<file path="src/rtl/clk_divider_prog.sv">
// Runtime-programmable integer clock divider with a 50% duty output for odd and even divisors.
// Divisor reloads and start/stop requests take effect only at period boundaries, so clk_out
// never glitches. The tick output is a one-cycle strobe at the start of each running period.
module clk_divider_prog #(
  parameter int unsigned WIDTH       = 8,
  parameter int unsigned DEFAULT_DIV = 5
) (
  input  logic             clk_in,
  input  logic             rst_n,
  input  logic             en,
  input  logic [WIDTH-1:0] div_in,
  input  logic             div_load,
  output logic             div_err,
  output logic             div_busy,
  output logic [WIDTH-1:0] div_cur,
  output logic             tick,
  output logic             clk_out
);

  localparam logic [WIDTH-1:0] DefDiv = WIDTH'(DEFAULT_DIV);
  localparam logic [WIDTH-1:0] One    = WIDTH'(1);
  localparam logic [WIDTH-1:0] Two    = WIDTH'(2);

  if ((longint'(DEFAULT_DIV) < 64'sd2) ||
      (longint'(DEFAULT_DIV) > ((longint'(1) << WIDTH) - 64'sd1))) begin : g_bad_default
    $error("DEFAULT_DIV must lie in 2..2^WIDTH-1");
  end

  typedef enum logic [0:0] {StIdle, StRun} state_e;

  state_e           state_q, state_d;
  logic [WIDTH-1:0] cnt_q, cnt_d;
  logic [WIDTH-1:0] div_cur_q, div_cur_d;
  logic [WIDTH-1:0] pend_val_q, pend_val_d;
  logic             pending_q, pending_d;
  logic             clk_p_q, clk_p_d;
  logic             clk_n_q;
  logic             odd_q, odd_d;
  logic             tick_q, tick_d;
  logic             div_err_q, div_err_d;

  logic             boundary;
  logic [WIDTH-1:0] div_next;

  // Next-state: period counter, run/idle decision, divisor swap and load handling.
  always_comb begin
    state_d    = state_q;
    cnt_d      = cnt_q;
    div_cur_d  = div_cur_q;
    pend_val_d = pend_val_q;
    pending_d  = pending_q;
    odd_d      = odd_q;
    tick_d     = 1'b0;
    div_err_d  = 1'b0;

    // IDLE holds cnt at N-1, so every IDLE cycle is a boundary.
    boundary = (cnt_q == (div_cur_q - One));
    div_next = pending_q ? pend_val_q : div_cur_q;

    if (boundary) begin
      div_cur_d = div_next;
      pending_d = 1'b0;
      // Parity only changes here, where clk_p and clk_n are both low.
      odd_d     = div_next[0];
      if (en) begin
        state_d = StRun;
        cnt_d   = '0;
        tick_d  = 1'b1;
      end else begin
        state_d = StIdle;
        cnt_d   = div_next - One;
      end
    end else begin
      cnt_d = cnt_q + One;
    end

    // Evaluated after the boundary swap so a load on a boundary edge stays pending.
    if (div_load) begin
      if (div_in >= Two) begin
        pending_d  = 1'b1;
        pend_val_d = div_in;
      end else begin
        div_err_d = 1'b1;
      end
    end

    clk_p_d = (state_d == StRun) && (cnt_d < (div_cur_d >> 1));
  end

  // All posedge state, asynchronously cleared.
  always_ff @(posedge clk_in or negedge rst_n) begin
    if (!rst_n) begin
      state_q    <= StIdle;
      cnt_q      <= DefDiv - One;
      div_cur_q  <= DefDiv;
      pend_val_q <= DefDiv;
      pending_q  <= 1'b0;
      clk_p_q    <= 1'b0;
      odd_q      <= 1'b0;
      tick_q     <= 1'b0;
      div_err_q  <= 1'b0;
    end else begin
      state_q    <= state_d;
      cnt_q      <= cnt_d;
      div_cur_q  <= div_cur_d;
      pend_val_q <= pend_val_d;
      pending_q  <= pending_d;
      clk_p_q    <= clk_p_d;
      odd_q      <= odd_d;
      tick_q     <= tick_d;
      div_err_q  <= div_err_d;
    end
  end

  // Half-cycle delayed copy of clk_p, used to stretch the high phase for odd divisors.
  always_ff @(negedge clk_in or negedge rst_n) begin
    if (!rst_n) begin
      clk_n_q <= 1'b0;
    end else begin
      clk_n_q <= clk_p_q;
    end
  end

  // Output selection: OR in the half-cycle extension only for odd divisors.
  always_comb begin
    clk_out  = clk_p_q | (odd_q & clk_n_q);
    tick     = tick_q;
    div_err  = div_err_q;
    div_busy = pending_q;
    div_cur  = div_cur_q;
  end

endmodule

</file>
<file path="config.mk">
export PLATFORM = sky130hd
export DESIGN_NAME = clk_divider_prog
export DESIGN_NICKNAME = d
export VERILOG_FILES = /design/src/rtl/clk_divider_prog.sv
export SDC_FILE = /design/constraint.sdc
export NUM_CORES = 1
export LEC_CHECK = 0
export CAP_MARGIN = 25
export CORE_MARGIN = 4
export CORE_UTILIZATION = 46
export DETAILED_ROUTE_END_ITERATION = 12
export PLACE_DENSITY = 0.7
export SLEW_MARGIN = 20
export SYNTH_ARGS = -nofsm -noshare
export SYNTH_HDL_FRONTEND = slang
export SYNTH_SLANG_ARGS = --single-unit
</file>
<file path="constraint.sdc">
create_clock -name clk_in -period 9.45 [get_ports clk_in]
set_input_delay 1.89 -clock clk_in [delete_from_list [all_inputs] [get_ports clk_in]]
set_output_delay 1.89 -clock clk_in [all_outputs]
set_load 0.05 [all_outputs]
</file>
# Yosys cells after proc, flatten, opt, wreduce, memory -nomap -nowiden
# Cells that the tools add are included.
# totals
reg_bits	31
latchBits	0
ram_bits	0
mem_bits_ro	0
inputBits	12
out_inout_bits	12
wordCells	33
memories	0
# classes
add_sub_neg	3
multipliers	0
n_div	0
magnitude_cmp	2
n_eq_ne	1
shifts	0
muxes	12
bitwise_logic	2
n_reduce_logical	2
# op_table
op	count
$mux 8	4
$sub 8x1->8 const B	2
$add 8x1->8 const B	1
$eq 8x8->1	1
$ge 8x2->1 const B	1
$lt 8x7->1	1
$mux 1	8
$reduce_and 2->1	1
$and 1x1->1	1
$logic_and 1x1->1	1
$or 1x1->1	1

# Longest topological paths before layout
# Gate-level depths: netlist of the first run.
# depth
ltp_word	6
mapped_depth	17
ltp_nobuf	15

==> results of run 1 <==
-- area by class of cell --
| class | count | area, um^2 | area share |
|---|---|---|---|
| inverters | 7 | 26.3 | 0.0108 |
| well taps | 52 | 65.1 | 0.0267 |
| flip-flops and latches | 31 | 782 | 0.321 |
| repair buffers | 24 | 238 | 0.0976 |
| multi-input cells | 163 | 1210 | 0.495 |
| clock inverters | 2 | 35.0 | 0.0144 |
| clock buffers | 6 | 82.6 | 0.0339 |
-- metal layers --
metal / track usage / vias up / wire [um]
li1: - / 793 / -
met1: 0.211 / 739 / 1840
met2: 0.288 / 28 / 2000
met3: 0.0254 / 5 / 166
met4: 0.0699 / 0 / 62
met5: 0 / - / 0
-- path summary, 6_finish.rpt --
check / start / endpoint / slack [ns]
worst max-delay path: clk_n_q / clk_out / 1.27
min in group asynchronous: rst_n / div_cur[1] / 2.00
max in group asynchronous: rst_n / clk_n_q / 2.54
worst min register to register: pend_val_q[2] / pend_val_q[2] / 0.50
worst min-delay path: pend_val_q[2] / pend_val_q[2] / 0.50
worst max register to register: clk_p_q / clk_n_q / 4.20
-- cells in the mapped netlist, types with 4 or more instances --
| library cell | n | area, um^2 |
|---|---|---|
| nand3_1 | 6 | 30.0 |
| nand2_1 | 27 | 101 |
| dfrtp_1 | 25 | 626 |
| mux2i_1 | 18 | 180 |
| o41ai_1 | 7 | 61.3 |
| ha_1 | 9 | 113 |
| a21o_1 | 4 | 30.0 |
| a21oi_1 | 6 | 30.0 |
| dfstp_2 | 5 | 131 |
| inv_1 | 7 | 26.3 |
| nor2_1 | 8 | 30.0 |
| xnor2_1 | 13 | 114 |
| xor2_1 | 6 | 52.6 |
| clkbuf_1 | 7 | 26.3 |
| mux2_2 | 4 | 45.0 |
| mux2_4 | 4 | 60.1 |
| nor3_1 | 9 | 45.0 |
| o21ai_0 | 14 | 70.1 |
| nand2b_1 | 5 | 31.3 |
-- report_power, final --
part | switching (mW) | internal, mW | total [mW]
Combinational | 0.271 | 0.210 | 0.481
Clock | 0.0501 | 0.0852 | 0.135
Sequential | 0.0711 | 0.184 | 0.255
-- kinds of logic (layout without fill, tap and decap cells) --
logic type,Yosys count,in the layout,share of synthesized area
AO/OA/AOI/OAI,36,36,0.127
XOR/XNOR,19,19,0.0801
adder cells (fa/ha/maj),9,9,0.0542
buffers and inverters,19,39,0.0428
flip-flops,31,31,0.377
multiplexers,26,26,0.137
AND/OR/NAND/NOR,73,73,0.183
-- critical path, cell delays in order (launching register included) --
cell             delay, ns
dfrtn_1               0.38
a21o_1                0.10
clkdlybuf4s50_1       0.79
-- stage by stage --
stage | hold slack, ns | util
CTS | 0.499 | 0.559
global route | 0.522 | 0.559
floorplan | 0.467 | -
global placement | 0.484 | 0.532
detailed placement | 0.489 | 0.532
finish | 0.495 | 0.559
==> report_table.html, run 1 <==
<table>
<tr><th>Metric</th><th>Value</th></tr>
<tr><th colspan="2">Synthesis</th></tr>
<tr><td>Net count of the mapped netlist</td><td>234</td></tr>
<tr><td>Synth Flop Type</td><td>dfrtp_1</td></tr>
<tr><td>Ys async rst share</td><td>1.00</td></tr>
<tr><td>Post-synth design cell area</td><td>2080 um^2</td></tr>
<tr><td>Number of distinct library cell variants in the gate-level netlist after synthesis</td><td>41</td></tr>
<tr><td>Number of synthesis warnings</td><td>0</td></tr>
<tr><td>Post-synthesis area per instance</td><td>9.75 um^2</td></tr>
<tr><td>Post-synthesis register bit count</td><td>31</td></tr>
<tr><td>Number of instances in the synthesized netlist</td><td>213</td></tr>
<tr><td>Number of flops mapped to enable cells by yosys</td><td>0</td></tr>
<tr><td>Sequential cell area fraction in the yosys report</td><td>0.377</td></tr>
<tr><th colspan="2">Die</th></tr>
<tr><td>Top Ports</td><td>24</td></tr>
<tr><td>Core region area</td><td>4350 um^2</td></tr>
<tr><td>Die width</td><td>75.2 um</td></tr>
<tr><td>Initial standard-cell utilization of the core</td><td>0.477</td></tr>
<tr><td>DIE AREA</td><td>5650 um^2</td></tr>
<tr><td>Die boundary height</td><td>75.2 um</td></tr>
<tr><td>Core Rows</td><td>24</td></tr>
<tr><th colspan="2">Cells and area</th></tr>
<tr><td>Post-layout nets</td><td>253</td></tr>
<tr><td>Cell Count, Final, Fillers Out</td><td>285</td></tr>
<tr><td>Share of final-layout standard cells stronger than drive strength 1</td><td>0.129</td></tr>
<tr><td>Final design instance area without fill</td><td>2430 um^2</td></tr>
<tr><td>Filler Cell Count</td><td>382</td></tr>
<tr><td>Diode count</td><td>0</td></tr>
<tr><td>Commonest cells after routing, fill and taps aside</td><td>nand2_1, dfrtp_1, clkdlybuf4s50_1</td></tr>
<tr><td>Area added between synthesis and finish</td><td>17.2%</td></tr>
<tr><td>Leading cell type in the layout, fill and taps excluded</td><td>nand2_1</td></tr>
<tr><th colspan="2">Global route</th></tr>
<tr><td>Antenna violations before repair</td><td>0</td></tr>
<tr><td>Vias in the first global route</td><td>1549</td></tr>
<tr><td>Overflow left after global routing</td><td>0</td></tr>
<tr><td>Global-route wire length before repair</td><td>7110 um</td></tr>
<tr><td>Largest net degree at the start of global routing</td><td>32</td></tr>
<tr><td>All-layer global routing usage</td><td>0.168</td></tr>
<tr><th colspan="2">Setup path</th></tr>
<tr><td>Data arrival, critical path</td><td>6.29 ns</td></tr>
<tr><td>Required time reported for the critical path endpoint</td><td>7.56 ns</td></tr>
<tr><td>Type of element launching the critical path</td><td>flip-flop</td></tr>
<tr><td>Element type at the critical path end</td><td>output pin</td></tr>
<tr><td>Max Fanout on Critical Path</td><td>1</td></tr>
<tr><td>Crit path kind</td><td>flip-flop to output pin</td></tr>
<tr><td>Depth of the worst register-to-register path</td><td>0</td></tr>
<tr><th colspan="2">Clock network</th></tr>
<tr><td>Number of CTS-inserted buffers</td><td>5</td></tr>
<tr><td>TritonCTS sink count</td><td>31</td></tr>
<tr><td>Clock latency of the later-clocked register in the worst-skew pair</td><td>0.28 ns</td></tr>
<tr><td>Buffer type at the clock tree root</td><td>clkbuf_8</td></tr>
<tr><td>Post-CTS Resized</td><td>0</td></tr>
<tr><td>Number of buffers inserted by post-CTS setup repair</td><td>0</td></tr>
<tr><td>Clock-pin slew on the worst setup and hold paths</td><td>0.07 ns</td></tr>
<tr><td>Clock buffer depth</td><td>2</td></tr>
<tr><td>Clock tree from TritonCTS</td><td>built</td></tr>
<tr><td>H-tree levels</td><td>2</td></tr>
<tr><td>Post-CTS Hold Fix Bufs</td><td>0</td></tr>
<tr><th colspan="2">Routing</th></tr>
<tr><td>Residual DRC count</td><td>0</td></tr>
<tr><td>Mean number of vias per cell</td><td>5.49</td></tr>
<tr><td>Iteration-0 DRC count of the detailed router</td><td>58</td></tr>
<tr><td>Count of antenna-violating nets left after detailed routing</td><td>0</td></tr>
<tr><td>Pre-antenna DRT Iters</td><td>4</td></tr>
<tr><td>Wire length reported by the detailed router</td><td>4070 um</td></tr>
<tr><td>Total vias in the final route</td><td>1565</td></tr>
<tr><td>Mean routed wirelength per cell</td><td>14.3 um</td></tr>
<tr><th colspan="2">Timing</th></tr>
<tr><td>Count of endpoints failing setup in the final report</td><td>0</td></tr>
<tr><td>Total negative slack</td><td>0 ns</td></tr>
<tr><td>Remaining max-slew budget at the tightest pin</td><td>0.518</td></tr>
<tr><td>Unrepaired setup endpoints after global routing</td><td>false</td></tr>
<tr><td>Worst setup margin</td><td>1.27 ns</td></tr>
<tr><td>Clock Skews</td><td>0.00782 ns</td></tr>
<tr><td>Slew at the pin with the worst max-slew slack</td><td>0.721 ns</td></tr>
<tr><td>Count of final hold-check violations</td><td>0</td></tr>
<tr><td>Number of pins with negative max-slew slack in the final report</td><td>0</td></tr>
<tr><th colspan="2">Power and ir drop</th></tr>
<tr><td>Power per Cell Area</td><td>358 nW/um^2</td></tr>
<tr><td>Total power draw</td><td>871 uW</td></tr>
<tr><td>Worst-case vdd ir drop</td><td>149 uV</td></tr>
<tr><td>Leak Pwr</td><td>1.05 nW</td></tr>
<tr><th colspan="2">Placed design</th></tr>
<tr><td>Total placed instance area</td><td>2320 um^2</td></tr>
<tr><td>Hpwl dp</td><td>3130 um</td></tr>
<tr><td>Number of input and output port buffers inserted</td><td>23</td></tr>
<tr><td>GP Congestion</td><td>0.779</td></tr>
<tr><td>Total placed cells including tap cells</td><td>277</td></tr>
<tr><td>Worst setup slack after placement</td><td>1.57 ns</td></tr>
<tr><th colspan="2">Min path</th></tr>
<tr><td>Type of the tightest min-delay check</td><td>flip-flop to flip-flop</td></tr>
<tr><td>Hold Path Stages</td><td>2</td></tr>
<tr><th colspan="2">Run status</th></tr>
<tr><td>Result of the run</td><td>finished clean</td></tr>
<tr><th colspan="2">Flow run</th></tr>
<tr><td>Number of violations of the max-capacitance limit</td><td>0</td></tr>
</table>
No activity file was read; power rests on OpenSTA's default activity.
==> inputs of run 2 (changes only) <==
- CAP_MARGIN: 25 -> 15
- GPL_TIMING_DRIVEN: not set -> 0
==> run 2 against run 1 <==
  * Sequential share of layout area barely moved
  * Via count rose by 5.3%
  * Utilization rose by 0.086 points
  * Combinational power rose by 11%
  * Final cell count rose by 3.5%
  * Sequential power fell by 7%
==> report_table.html, run 2 (synthesized netlist as in run 1, its figures left out) <==
<table>
<tr><th>Metric</th><th>Value</th></tr>
<tr><th colspan="2">Run status</th></tr>
<tr><td>Result of the run</td><td>finished clean</td></tr>
<tr><th colspan="2">Die</th></tr>
<tr><td>Initial standard-cell utilization of the core</td><td>0.477</td></tr>
<tr><td>Core region area</td><td>4350 um^2</td></tr>
<tr><td>Die width</td><td>75.2 um</td></tr>
<tr><td>DIE AREA</td><td>5650 um^2</td></tr>
<tr><td>Die boundary height</td><td>75.2 um</td></tr>
<tr><td>Top Ports</td><td>24</td></tr>
<tr><td>Core Rows</td><td>24</td></tr>
<tr><th colspan="2">Timing</th></tr>
<tr><td>Unrepaired setup endpoints after global routing</td><td>false</td></tr>
<tr><td>Total negative slack</td><td>0 ns</td></tr>
<tr><td>Clock Skews</td><td>0.00863 ns</td></tr>
<tr><td>Count of final hold-check violations</td><td>0</td></tr>
<tr><td>Remaining max-slew budget at the tightest pin</td><td>0.548</td></tr>
<tr><td>Slew at the pin with the worst max-slew slack</td><td>0.678 ns</td></tr>
<tr><td>Count of endpoints failing setup in the final report</td><td>0</td></tr>
<tr><td>Post-route worst hold slack</td><td>0.511 ns</td></tr>
<tr><td>Number of pins with negative max-slew slack in the final report</td><td>0</td></tr>
<tr><th colspan="2">Setup path</th></tr>
<tr><td>Max Fanout on Critical Path</td><td>1</td></tr>
<tr><td>Depth of the worst register-to-register path</td><td>0</td></tr>
<tr><td>Required time reported for the critical path endpoint</td><td>7.56 ns</td></tr>
<tr><td>Register-to-register setup slack</td><td>4.21 ns</td></tr>
<tr><td>Crit Reg-Reg Endpoint</td><td>clk_n_q</td></tr>
<tr><td>Data arrival, critical path</td><td>6.29 ns</td></tr>
<tr><td>Critical path origin</td><td>clk_n_q</td></tr>
<tr><td>Type of element launching the critical path</td><td>flip-flop</td></tr>
<tr><td>Startpoint of the worst-slack reg-to-reg timing path</td><td>clk_p_q</td></tr>
<tr><td>Setup crit end</td><td>clk_out</td></tr>
<tr><td>Crit path kind</td><td>flip-flop to output pin</td></tr>
<tr><td>Element type at the critical path end</td><td>output pin</td></tr>
<tr><th colspan="2">Global route</th></tr>
<tr><td>Largest net degree at the start of global routing</td><td>32</td></tr>
<tr><td>All-layer global routing usage</td><td>0.181</td></tr>
<tr><td>Vias in the first global route</td><td>1671</td></tr>
<tr><td>Overflow left after global routing</td><td>0</td></tr>
<tr><td>Antenna violations before repair</td><td>0</td></tr>
<tr><td>Global-route wire length before repair</td><td>7760 um</td></tr>
<tr><th colspan="2">Flow run</th></tr>
<tr><td>Number of violations of the max-capacitance limit</td><td>0</td></tr>
<tr><th colspan="2">Routing</th></tr>
<tr><td>Mean routed wirelength per cell</td><td>15.3 um</td></tr>
<tr><td>Residual DRC count</td><td>0</td></tr>
<tr><td>Pre-antenna DRT Iters</td><td>4</td></tr>
<tr><td>Iteration-0 DRC count of the detailed router</td><td>81</td></tr>
<tr><td>Wire length reported by the detailed router</td><td>4500 um</td></tr>
<tr><td>Mean number of vias per cell</td><td>5.59</td></tr>
<tr><td>Count of antenna-violating nets left after detailed routing</td><td>0</td></tr>
<tr><td>Total vias in the final route</td><td>1648</td></tr>
<tr><th colspan="2">Clock network</th></tr>
<tr><td>Clock tree from TritonCTS</td><td>built</td></tr>
<tr><td>Clock-pin slew on the worst setup and hold paths</td><td>0.06 ns</td></tr>
<tr><td>TritonCTS sink count</td><td>31</td></tr>
<tr><td>Number of buffers inserted by post-CTS setup repair</td><td>0</td></tr>
<tr><td>Buffer type at the clock tree root</td><td>clkbuf_8</td></tr>
<tr><td>Number of CTS-inserted buffers</td><td>5</td></tr>
<tr><td>Clock buffer depth</td><td>2</td></tr>
<tr><td>Post-CTS Resized</td><td>0</td></tr>
<tr><td>H-tree levels</td><td>2</td></tr>
<tr><td>Clock latency of the later-clocked register in the worst-skew pair</td><td>0.29 ns</td></tr>
<tr><td>Post-CTS Hold Fix Bufs</td><td>0</td></tr>
<tr><th colspan="2">Cells and area</th></tr>
<tr><td>Diode count</td><td>0</td></tr>
<tr><td>Cell Count, Final, Fillers Out</td><td>295</td></tr>
<tr><td>Area added between synthesis and finish</td><td>17.4%</td></tr>
<tr><td>Post-layout nets</td><td>263</td></tr>
<tr><td>Commonest cells after routing, fill and taps aside</td><td>nand2_1, dfrtp_1, clkdlybuf4s50_1</td></tr>
<tr><td>Leading cell type in the layout, fill and taps excluded</td><td>nand2_1</td></tr>
<tr><td>Filler Cell Count</td><td>380</td></tr>
<tr><td>Share of final-layout standard cells stronger than drive strength 1</td><td>0.132</td></tr>
<tr><th colspan="2">Placed design</th></tr>
<tr><td>Hpwl dp</td><td>3410 um</td></tr>
<tr><td>Total placed cells including tap cells</td><td>287</td></tr>
<tr><td>GP Congestion</td><td>0.811</td></tr>
<tr><td>Number of input and output port buffers inserted</td><td>22</td></tr>
<tr><th colspan="2">Power and ir drop</th></tr>
<tr><td>Worst-case vdd ir drop</td><td>165 uV</td></tr>
<tr><td>Power per Cell Area</td><td>356 nW/um^2</td></tr>
<tr><td>Leak Pwr</td><td>1.05 nW</td></tr>
<tr><th colspan="2">Min path</th></tr>
<tr><td>Type of the tightest min-delay check</td><td>flip-flop to flip-flop</td></tr>
</table>
-- run 2: cell types whose count changed in the layout (fill, tap and decap cells not counted) --
cell	change
clkbuf_1	+9
buf_2	+3
buf_6	+2
clkdlybuf4s50_1	-2
buf_1	+1
buf_4	-1
bufinv_16	-1
clkbuf_8	-1
-- run 2: layout make-up --
cell class                 count  area [um^2]  area share
multi-input combinational    163         1210       0.495
timing repair buffer          22          215      0.0883
buffer                        12         62.6      0.0257
clock buffer                   7         76.3      0.0313
clock inverter                 1         5.00     0.00205
tap                           52         65.1      0.0267
inverter                       7         26.3      0.0108
sequential                    31          782       0.321
-- run 2: layer usage --
| metal | vias to the layer above | global-route usage | part of all wire |
|---|---|---|---|
| li1 | 817 | - | - |
| met1 | 795 | 0.221 | 0.45 |
| met2 | 30 | 0.325 | 0.51 |
| met3 | 6 | 0.0374 | 0.032 |
| met4 | 0 | 0.0466 | 0.011 |
| met5 | - | 0 | 0 |
-- run 2: worst max-delay path, stage by stage (launching register included) --
cell,delay (ns)
dfrtn_1,0.39
a21o_1,0.10
clkdlybuf4s50_1,0.79
-- run 2: worst min path at each step --
stage                             start       endpoint  slack (ns)  cells past startpoint
final                     pend_val_q[2]  pend_val_q[2]        0.51                      2
after global routing            state_q        state_q        0.52                      1
after CTS                 pend_val_q[2]  pend_val_q[2]        0.52                      2
after detailed placement        state_q        state_q        0.50                      1
after global placement    pend_val_q[2]  pend_val_q[2]        0.49                      2
after floorplan           pend_val_q[2]  pend_val_q[2]        0.47                      2
-- run 2: report_power, final --
group          switching (mW)  internal, mW  total [mW]
registers              0.0522         0.184       0.237
logic                   0.310         0.224       0.534
clock network          0.0454        0.0515      0.0969
-- run 2: through the flow --
stage                      util  cell area [um^2]  worst slack, ns  power (mW)
after floorplan               -              2080             2.10       0.631
after global placement    0.543              2360             1.33       0.753
after detailed placement  0.541              2360             1.57       0.765
after CTS                 0.560              2440             1.26       0.870
after global routing      0.560              2440             1.21       0.934
final                     0.560              2440             1.27       0.868
==> inputs of run 3 (changes only) <==
- PLACE_DENSITY: 0.7 -> 0.68
==> run 3 against run 2 <==
  * Critical path depth is the same
  * Clock power increased by 38%
  * Clock skew down 0.0027 ns
  * Utilization grew 0.83 points
  * Wire length down 0.89%
  * Worst setup slack got worse by 0.017 ns
  * Clock-buffer cell count shrank 1
  * Final cell count unchanged
  * Sequential share of layout area decreased by 0.47 points
  * Sequential cell count did not move
  * Design area increased by 1.5%
  * Critical endpoint unchanged
  * Highest routed layer unchanged
==> report_table.html, run 3 (synthesized netlist as in run 1, its figures left out) <==
<table>
<tr><th>Metric</th><th>Value</th></tr>
<tr><th colspan="2">Clock network</th></tr>
<tr><td>H-tree levels</td><td>2</td></tr>
<tr><td>Clock buffer depth</td><td>2</td></tr>
<tr><td>Post-CTS Hold Fix Bufs</td><td>0</td></tr>
<tr><td>TritonCTS sink count</td><td>31</td></tr>
<tr><td>Number of buffers inserted by post-CTS setup repair</td><td>0</td></tr>
<tr><td>Buffer type at the clock tree root</td><td>clkbuf_8</td></tr>
<tr><td>Number of CTS-inserted buffers</td><td>5</td></tr>
<tr><td>Clock latency of the later-clocked register in the worst-skew pair</td><td>0.29 ns</td></tr>
<tr><td>Clock tree from TritonCTS</td><td>built</td></tr>
<tr><td>Post-CTS Resized</td><td>0</td></tr>
<tr><td>Clock-pin slew on the worst setup and hold paths</td><td>0.06 ns</td></tr>
<tr><th colspan="2">Min path</th></tr>
<tr><td>End of the worst hold path</td><td>pend_val_q[2]</td></tr>
<tr><td>Hold Path Origin</td><td>pend_val_q[2]</td></tr>
<tr><td>Type of the tightest min-delay check</td><td>flip-flop to flip-flop</td></tr>
<tr><td>Hold Path Stages</td><td>2</td></tr>
<tr><th colspan="2">Routing</th></tr>
<tr><td>Mean routed wirelength per cell</td><td>15.1 um</td></tr>
<tr><td>Total vias in the final route</td><td>1624</td></tr>
<tr><td>Wire length reported by the detailed router</td><td>4460 um</td></tr>
<tr><td>Mean number of vias per cell</td><td>5.51</td></tr>
<tr><td>Residual DRC count</td><td>0</td></tr>
<tr><td>Pre-antenna DRT Iters</td><td>4</td></tr>
<tr><td>Iteration-0 DRC count of the detailed router</td><td>42</td></tr>
<tr><td>Count of antenna-violating nets left after detailed routing</td><td>0</td></tr>
<tr><th colspan="2">Flow run</th></tr>
<tr><td>Number of violations of the max-capacitance limit</td><td>0</td></tr>
<tr><th colspan="2">Power and ir drop</th></tr>
<tr><td>Power per Cell Area</td><td>362 nW/um^2</td></tr>
<tr><td>Worst-case vdd ir drop</td><td>152 uV</td></tr>
<tr><td>Leak Pwr</td><td>1.07 nW</td></tr>
<tr><th colspan="2">Timing</th></tr>
<tr><td>Number of pins with negative max-slew slack in the final report</td><td>0</td></tr>
<tr><td>Unrepaired setup endpoints after global routing</td><td>false</td></tr>
<tr><td>Count of endpoints failing setup in the final report</td><td>0</td></tr>
<tr><td>Count of final hold-check violations</td><td>0</td></tr>
<tr><td>Remaining max-slew budget at the tightest pin</td><td>0.555</td></tr>
<tr><td>Slew at the pin with the worst max-slew slack</td><td>0.668 ns</td></tr>
<tr><td>Total negative slack</td><td>0 ns</td></tr>
<tr><td>Worst setup margin</td><td>1.25 ns</td></tr>
<tr><td>Clock Skews</td><td>0.00591 ns</td></tr>
<tr><th colspan="2">Placed design</th></tr>
<tr><td>Hpwl dp</td><td>3450 um</td></tr>
<tr><td>Worst setup slack after placement</td><td>1.55 ns</td></tr>
<tr><td>GP Congestion</td><td>0.816</td></tr>
<tr><td>Number of input and output port buffers inserted</td><td>22</td></tr>
<tr><th colspan="2">Cells and area</th></tr>
<tr><td>Diode count</td><td>0</td></tr>
<tr><td>Commonest cells after routing, fill and taps aside</td><td>nand2_1, dfrtp_1, clkdlybuf4s50_1</td></tr>
<tr><td>Area added between synthesis and finish</td><td>19.2%</td></tr>
<tr><td>Post-layout nets</td><td>263</td></tr>
<tr><td>Leading cell type in the layout, fill and taps excluded</td><td>nand2_1</td></tr>
<tr><td>Share of final-layout standard cells stronger than drive strength 1</td><td>0.140</td></tr>
<tr><th colspan="2">Global route</th></tr>
<tr><td>Global-route wire length before repair</td><td>7390 um</td></tr>
<tr><td>All-layer global routing usage</td><td>0.177</td></tr>
<tr><td>Overflow left after global routing</td><td>0</td></tr>
<tr><td>Antenna violations before repair</td><td>0</td></tr>
<tr><td>Vias in the first global route</td><td>1566</td></tr>
<tr><td>Largest net degree at the start of global routing</td><td>32</td></tr>
<tr><th colspan="2">Run status</th></tr>
<tr><td>Result of the run</td><td>finished clean</td></tr>
<tr><th colspan="2">Setup path</th></tr>
<tr><td>Startpoint of the worst-slack reg-to-reg timing path</td><td>clk_p_q</td></tr>
<tr><td>Data arrival, critical path</td><td>6.31 ns</td></tr>
<tr><td>Register-to-register setup slack</td><td>4.20 ns</td></tr>
<tr><td>Required time reported for the critical path endpoint</td><td>7.56 ns</td></tr>
<tr><td>Depth of the worst register-to-register path</td><td>0</td></tr>
<tr><td>Crit path kind</td><td>flip-flop to output pin</td></tr>
<tr><td>Maximum cell stage delay along the critical path</td><td>0.79 ns</td></tr>
<tr><td>Buf+Inv Stages, Crit Path</td><td>1</td></tr>
<tr><td>Crit Reg-Reg Endpoint</td><td>clk_n_q</td></tr>
<tr><td>Max Fanout on Critical Path</td><td>1</td></tr>
<tr><td>Type of element launching the critical path</td><td>flip-flop</td></tr>
<tr><td>Cell depth of the worst setup path</td><td>2</td></tr>
<tr><td>Family with the most delay on the worst path</td><td>buffers and inverters</td></tr>
<tr><td>Ordered cell list for the critical path</td><td>a21o_1 -&gt; clkdlybuf4s50_1</td></tr>
<tr><td>Slowest stage cell, crit path</td><td>clkdlybuf4s50_1</td></tr>
<tr><td>Element type at the critical path end</td><td>output pin</td></tr>
<tr><td>Critical path origin</td><td>clk_n_q</td></tr>
<tr><th colspan="2">Die</th></tr>
<tr><td>Die width</td><td>75.2 um</td></tr>
<tr><td>Die boundary height</td><td>75.2 um</td></tr>
<tr><td>Top Ports</td><td>24</td></tr>
<tr><td>Core Rows</td><td>24</td></tr>
<tr><td>Core region area</td><td>4350 um^2</td></tr>
<tr><td>DIE AREA</td><td>5650 um^2</td></tr>
<tr><td>Initial standard-cell utilization of the core</td><td>0.477</td></tr>
</table>
==> run 3: routing by layer <==
metal,global-route usage,wire [um],share of wire
met5,0,0,0
met4,0.0641,84,0.019
met3,0.0374,129,0.029
met2,0.294,2200,0.49
met1,0.227,2050,0.46
==> run 3: report_power, final <==
part / internal, mW / switching (mW) / leakage [nW] / total [mW]
logic: 0.223 / 0.303 / 0.633 / 0.525
registers: 0.184 / 0.0522 / 0.374 / 0.237
clock network: 0.0852 / 0.0489 / 0.0612 / 0.134
==> run 3: final cells by class <==
class                   instances  area [um^2]
plain buffers                  12         62.6
flip-flops and latches         31          782
fillers                       394         1880
repair buffers                 22          215
clock inverters                 2         35.0
inverters                       7         26.3
well taps                      52         65.1
clock buffers                   6         82.6
multi-input cells             163         1210
==> run 3: worst max-delay path by stage <==
stage                     slack (ns)  endpoint
after floorplan                 2.10   clk_out
after global placement          1.34   clk_n_q
after detailed placement        1.55   clk_out
after CTS                       1.23   clk_out
after global routing            1.20   clk_out
final                           1.25   clk_out
==> run 3: through the flow <==
step	total power, mW	cell area, um^2	util	std cells	hold slack (ns)
after floorplan	0.631	2080	-	213	0.467
after global placement	0.754	2360	0.543	287	0.485
after detailed placement	0.764	2360	0.541	287	0.494
after CTS	0.902	2470	0.568	295	0.505
after global routing	0.960	2470	0.568	295	0.534
final	0.896	2470	0.568	295	0.501
